### config.mk
export PLATFORM = sky130hd
export DESIGN_NAME = lut_alu_arbiter_flat
export DESIGN_NICKNAME = d
export VERILOG_FILES = /design/src/rtl/lut_alu_arbiter_if.sv /design/src/rtl/lut_alu_arbiter.sv /design/src/flat_wrapper.sv
export SDC_FILE = /design/constraint.sdc
export NUM_CORES = 1
export LEC_CHECK = 0
export CORE_AREA = 2 2 104 106
export CTS_CLUSTER_DIAMETER = 50
export DETAILED_ROUTE_END_ITERATION = 16
export DIE_AREA = 0 0 106 108
export DONT_BUFFER_PORTS = 1
export HOLD_SLACK_MARGIN = 0.02
export PLACE_DENSITY = 0.61
export SKIP_LAST_GASP = 1
export SLEW_MARGIN = 15
export SYNTH_ARGS = -nofsm -noshare
export SYNTH_HDL_FRONTEND = slang
export SYNTH_SLANG_ARGS = --single-unit
### constraint.sdc
create_clock -name clock -period 4.2 [get_ports clock]
set_input_delay 0.84 -clock clock [delete_from_list [all_inputs] [get_ports clock]]
set_output_delay 0.84 -clock clock [all_outputs]
set_load 0.02 [all_outputs]
### src/rtl/lut_alu_arbiter_if.sv
// Requester and response bundle for lut_alu_arbiter. Flat per-requester
// vectors: requester i owns op[2i+:2], a/b[WIDTH*i +: WIDTH].
interface lut_alu_arbiter_if #(
    parameter int WIDTH = 8,
    parameter int NREQ  = 4,
    parameter int IDW   = 2
);
    logic [NREQ-1:0]       req_valid;
    logic [NREQ-1:0]       req_ready;
    logic [2*NREQ-1:0]     req_op;
    logic [WIDTH*NREQ-1:0] req_a;
    logic [WIDTH*NREQ-1:0] req_b;
    logic                  rsp_valid;
    logic                  rsp_ready;
    logic [IDW-1:0]        rsp_id;
    logic [WIDTH-1:0]      rsp_y;
    logic                  busy;

    modport master (
        output req_valid, req_op, req_a, req_b, rsp_ready,
        input  req_ready, rsp_valid, rsp_id, rsp_y, busy
    );

    modport slave (
        input  req_valid, req_op, req_a, req_b, rsp_ready,
        output req_ready, rsp_valid, rsp_id, rsp_y, busy
    );
endinterface

### src/rtl/lut_alu_arbiter.sv
// Round-robin arbiter sharing one registered AND/OR/XOR/ADD ALU among NREQ
// requesters, with a LAT-deep globally stalled result pipeline.
module lut_alu_lane #(
    parameter int WIDTH = 8
) (
    input  logic [1:0]       op,
    input  logic [WIDTH-1:0] a,
    input  logic [WIDTH-1:0] b,
    output logic [WIDTH-1:0] y
);
    always_comb begin
        unique case (op)
            2'b00:   y = a & b;
            2'b01:   y = a | b;
            2'b10:   y = a ^ b;
            default: y = a + b;
        endcase
    end
endmodule

module lut_alu_arbiter #(
    parameter int WIDTH = 8,
    parameter int NREQ  = 4,
    parameter int IDW   = 2,
    parameter int LAT   = 2
) (
    input  logic                clock,
    input  logic                reset,
    lut_alu_arbiter_if.slave    bus
);
    localparam logic [IDW:0] NREQ_W = (IDW+1)'(NREQ);

    logic [NREQ-1:0][WIDTH-1:0] lane_y;
    logic [IDW-1:0]             ptr;
    logic [IDW-1:0]             ptr_nxt;
    logic [IDW-1:0]             gnt;
    logic                       gnt_vld;
    logic [IDW:0]               sum;
    logic                       adv;
    logic                       accept;

    logic [LAT:1]               vld_pipe;
    logic [LAT:1][IDW-1:0]      id_pipe;
    logic [LAT:1][WIDTH-1:0]    y_pipe;

    // Every requester computes its result in parallel; the grant picks one.
    lut_alu_lane #(.WIDTH(WIDTH)) u_lane [NREQ-1:0] (
        .op (bus.req_op),
        .a  (bus.req_a),
        .b  (bus.req_b),
        .y  (lane_y)
    );

    // First valid requester at or after ptr, wrapping mod NREQ.
    always_comb begin
        gnt_vld = 1'b0;
        gnt     = '0;
        sum     = '0;
        for (int k = 0; k < NREQ; k++) begin
            sum = {1'b0, ptr} + (IDW+1)'(k);
            if (sum >= NREQ_W) sum = sum - NREQ_W;
            if (!gnt_vld && bus.req_valid[sum[IDW-1:0]]) begin
                gnt_vld = 1'b1;
                gnt     = sum[IDW-1:0];
            end
        end
    end

    assign adv     = !vld_pipe[LAT] || bus.rsp_ready;
    // Gated by reset so req_ready drops the instant reset asserts.
    assign accept  = reset && gnt_vld && adv;
    assign ptr_nxt = (gnt == IDW'(NREQ-1)) ? '0 : gnt + IDW'(1);

    always_comb begin
        bus.req_ready = '0;
        if (accept) bus.req_ready[gnt] = 1'b1;
    end

    always_ff @(posedge clock or negedge reset) begin
        if (!reset) begin
            vld_pipe <= '0;
            id_pipe  <= '0;
            y_pipe   <= '0;
            ptr      <= '0;
        end else if (adv) begin
            vld_pipe[1] <= accept;
            id_pipe[1]  <= gnt;
            y_pipe[1]   <= lane_y[gnt];
            for (int i = 2; i <= LAT; i++) begin
                vld_pipe[i] <= vld_pipe[i-1];
                id_pipe[i]  <= id_pipe[i-1];
                y_pipe[i]   <= y_pipe[i-1];
            end
            if (accept) ptr <= ptr_nxt;
        end
    end

    assign bus.rsp_valid = vld_pipe[LAT];
    assign bus.rsp_id    = id_pipe[LAT];
    assign bus.rsp_y     = y_pipe[LAT];
    assign bus.busy      = |vld_pipe;
endmodule

### src/flat_wrapper.sv
// flat-port wrapper written by rule: the top's interface ports become plain ports
module lut_alu_arbiter_flat 
#(
    parameter int WIDTH = 8,
    parameter int NREQ  = 4,
    parameter int IDW   = 2,
    parameter int LAT   = 2
)
  (clock, reset, bus_req_valid, bus_req_op, bus_req_a, bus_req_b, bus_rsp_ready, bus_req_ready, bus_rsp_valid, bus_rsp_id, bus_rsp_y, bus_busy);
  lut_alu_arbiter_if #(.WIDTH(WIDTH), .NREQ(NREQ), .IDW(IDW)) bus_i ();
  input  logic clock;
  input  logic reset;
  input wire logic [$bits(bus_i.req_valid)-1:0] bus_req_valid;
  input wire logic [$bits(bus_i.req_op)-1:0] bus_req_op;
  input wire logic [$bits(bus_i.req_a)-1:0] bus_req_a;
  input wire logic [$bits(bus_i.req_b)-1:0] bus_req_b;
  input wire logic [$bits(bus_i.rsp_ready)-1:0] bus_rsp_ready;
  output wire logic [$bits(bus_i.req_ready)-1:0] bus_req_ready;
  output wire logic [$bits(bus_i.rsp_valid)-1:0] bus_rsp_valid;
  output wire logic [$bits(bus_i.rsp_id)-1:0] bus_rsp_id;
  output wire logic [$bits(bus_i.rsp_y)-1:0] bus_rsp_y;
  output wire logic [$bits(bus_i.busy)-1:0] bus_busy;
  assign bus_i.req_valid = bus_req_valid;
  assign bus_i.req_op = bus_req_op;
  assign bus_i.req_a = bus_req_a;
  assign bus_i.req_b = bus_req_b;
  assign bus_i.rsp_ready = bus_rsp_ready;
  assign bus_req_ready = bus_i.req_ready;
  assign bus_rsp_valid = bus_i.rsp_valid;
  assign bus_rsp_id = bus_i.rsp_id;
  assign bus_rsp_y = bus_i.rsp_y;
  assign bus_busy = bus_i.busy;
  lut_alu_arbiter #(.WIDTH(WIDTH), .NREQ(NREQ), .IDW(IDW), .LAT(LAT)) u_core (.clock(clock), .reset(reset), .bus(bus_i));
endmodule
==> impl_metrics.json <==
{
  "avgSynthCellArea_um2": 7.429,
  "die_w_um": 106,
  "port_buffers": 0,
  "drive_above_1_share": 0.04264,
  "yosys.area.top_type": "ha_1",
  "vdd.ir_drop.worst_mv": 0.2061,
  "post-route-period-util": 0.7402,
  "cts_setup_buffers": 0,
  "total_power_mw": 1.327,
  "h-tree-depth": 1,
  "cts_tree": "done",
  "skew_ns": 0.006506,
  "worst_slew_pin_slew_ns": 0.6260,
  "wl_um": 9604,
  "critical_path_peak_fanout": 23,
  "period_needed_ns": 3.109,
  "synth_nets": 695,
  "power_switching_mw": 0.5903,
  "drc": 0,
  "fp.dieH_um": 108,
  "cts_root_buf": "clkbuf_8",
  "start_kind": "input pin",
  "async_flop_share": 1.000,
  "final_hold_viol_count": 0,
  "holdWs_ns": 0.2525,
  "grt_pass1_vias": 3377,
  "drt_iter0_markers": 142,
  "r2r-end": "u_core.y_pipe[7]",
  "rsz0062_at_grt": "no",
  "syn-instance-count": 544,
  "drt_first_pass_iters": 4,
  "diodes": 0,
  "cap_viol_max_count": 0,
  "finalSetupTns_ns": 0,
  "grt_usage": 0.1664,
  "synth.area.top_cells": "ha_1, dfrtp_1, inv_1, a211oi_1, nand2_1",
  "status": "complete, no violations",
  "io_pins": 95,
  "routabilityCongestion": 0.7960,
  "nNetsFinal": 668,
  "setup_viol": 0,
  "grt_pass1_wl_um": 15770,
  "cp-end-kind": "primary output",
  "critical_path_class": "in2out",
  "ys_ff_latch": 24,
  "grt_max_degree": 27,
  "core_um2": 10230,
  "p_leak_nw": 2.035,
  "synthDistinctLibCells": 61,
  "design.die.area_um2": 11450,
  "slew_violations": 0,
  "power.density_nw_per_um2": 323.0,
  "syn2layout_area_growth_pct": 1.672,
  "synth_ff_type": "dfrtp_1",
  "critPathArrivalTime_ns": 2.27,
  "synth_top_area_share": 0.2105,
  "yosys-top-cells-count": "inv_1, ha_1, nand2_1",
  "antenna_found_initial": 0,
  "worst-r2r-cell-count": 7,
  "cts_max_path_buffers": 2,
  "max_slew_margin": 0.5783,
  "detail-route-antenna-nets": 0,
  "grt.overflow.total": 0,
  "cts_resized": 0,
  "placedInstanceArea_um2": 4038,
  "syn_area_um2": 4041,
  "yosysWarnings": 0,
  "synth_most_common_cell": "inv_1",
  "critPathRequiredTime_ns": 3.36,
  "stdcell_count": 652,
  "clock_sinks": 24,
  "clock.fmax_ghz": 0.3216,
  "pwr-share-comb": 0.494,
  "switching_share": 0.4448,
  "design_area_um2": 4109,
  "vias": 3467,
  "r2r-start": "u_core.ptr[0]",
  "ys_seq_area_frac": 0.1486,
  "r2r_slack_ns": 2.12,
  "dpl.cell_count": 648,
  "pwr-share-clk": 0.154,
  "share_seq_of_total_power": 0.352,
  "avgViaCountPerCell": 5.317,
  "wire_per_inst_um": 14.73,
  "dp_hpwl_um": 7874,
  "cts.clk_slew.worst_paths_ns": 0.09,
  "initial_core_util": 0.3950,
  "clk_latency_ns": 0.27,
  "cellInternalPower_mw": 0.7370,
  "cts_buffers": 3,
  "cts-hold-fix-buffers": 0,
  "synth_enable_flop_cells": 0,
  "hold_path_class": "in2async",
  "num_rows": 37
}
## power groups by stage
stage	Combinational [mW]	Clock, mW	Sequential [mW]
6_report	0.655	0.204	0.467
5_1_grt	0.738	0.216	0.480
4_1_cts	0.656	0.207	0.468
3_5_place_dp	0.653	0	0.472
3_3_place_gp	0.634	0	0.468
2_1_floorplan	0.684	0	0.388
## cell type report
class                           count  area (um^2)
Timing Repair Buffer                3        22.52
Inverter                           83        311.5
Clock inverter                      1        30.03
Sequential cell                    24        600.6
Fill cell                        1068         6122
Tap cell                          136        170.2
Clock buffer                        3        41.29
Multi-Input combinational cell    402         2933
## worst max-delay path by stage
| stage | slack, ns | endpoint | cells past startpoint | startpoint |
|---|---|---|---|---|
| 4_1_cts | 1.09 | bus_req_ready[3] | 6 | bus_req_valid[2] |
| 5_1_grt | 1.00 | bus_req_ready[3] | 6 | bus_req_valid[2] |
| 2_1_floorplan | 1.22 | bus_req_ready[3] | 7 | bus_req_valid[2] |
| 3_5_place_dp | 1.10 | bus_req_ready[3] | 6 | bus_req_valid[2] |
| 3_3_place_gp | 1.13 | bus_req_ready[3] | 6 | bus_req_valid[2] |
| 6_report | 1.09 | bus_req_ready[3] | 6 | bus_req_valid[2] |
## stage by stage
step / setup slack [ns] / utilization
floorplan: 1.215 / -
global placement: 1.130 / 0.3946
detailed placement: 1.096 / 0.3946
CTS: 1.091 / 0.4016
global route: 1.005 / 0.4016
finish: 1.091 / 0.4016
## critical path, cell delays in order
cell,delay [ns]
nor2b_2,0.16
a2111oi_4,0.33
or2_1,0.20
buf_4,0.28
ha_1,0.21
and2_1,0.26
## cell families (layout without fill, tap and decap cells)
| family | Yosys count | after routing | share of synthesized area |
|---|---|---|---|
| compound gates | 145 | 145 | 0.2474 |
| xor+xnor | 14 | 14 | 0.03034 |
| fa+ha+maj | 72 | 72 | 0.2303 |
| mux | 9 | 9 | 0.03003 |
| flops | 24 | 24 | 0.1486 |
| simple gates | 162 | 162 | 0.1876 |
| buf+inv | 118 | 90 | 0.1257 |
## state kept, by name (all words and copies together) (netlist names)
register           flops
u_core.id_pipe         2
u_core.bus.rsp_y       8
u_core.y_pipe          8
u_core.ptr             2
u_core.vld_pipe        2
u_core.bus.rsp_id      2
## layout by cell type, fill, tap and decap left out, types with 3 or more instances in the layout
cell type,n
o21ai_0,20
clkbuf_8,3
nand2_1,55
o211ai_1,12
fa_1,4
a211o_1,12
ha_1,68
and2_1,4
a211oi_1,31
a21o_1,4
o21a_1,3
dfrtp_1,24
nor2b_1,7
nand3b_1,4
nand2b_1,9
nor3b_1,3
nor3_1,6
nand3_1,9
a21oi_1,36
buf_4,3
xor2_1,5
xnor2_1,9
nor2_1,50
a31oi_1,6
inv_1,81
mux2i_1,5
## metal layers
metal | share of wire | GRT usage | wire length, um | up-vias
met5 | 0 | 0 | 0 | -
met4 | 0.0057 | 0.01974 | 55 | 0
met3 | 0.053 | 0.02833 | 506 | 6
met2 | 0.47 | 0.2931 | 4532 | 70
li1 | - | - | - | 1783
met1 | 0.47 | 0.2207 | 4511 | 1608
Power figures use the tool's default switching activity.
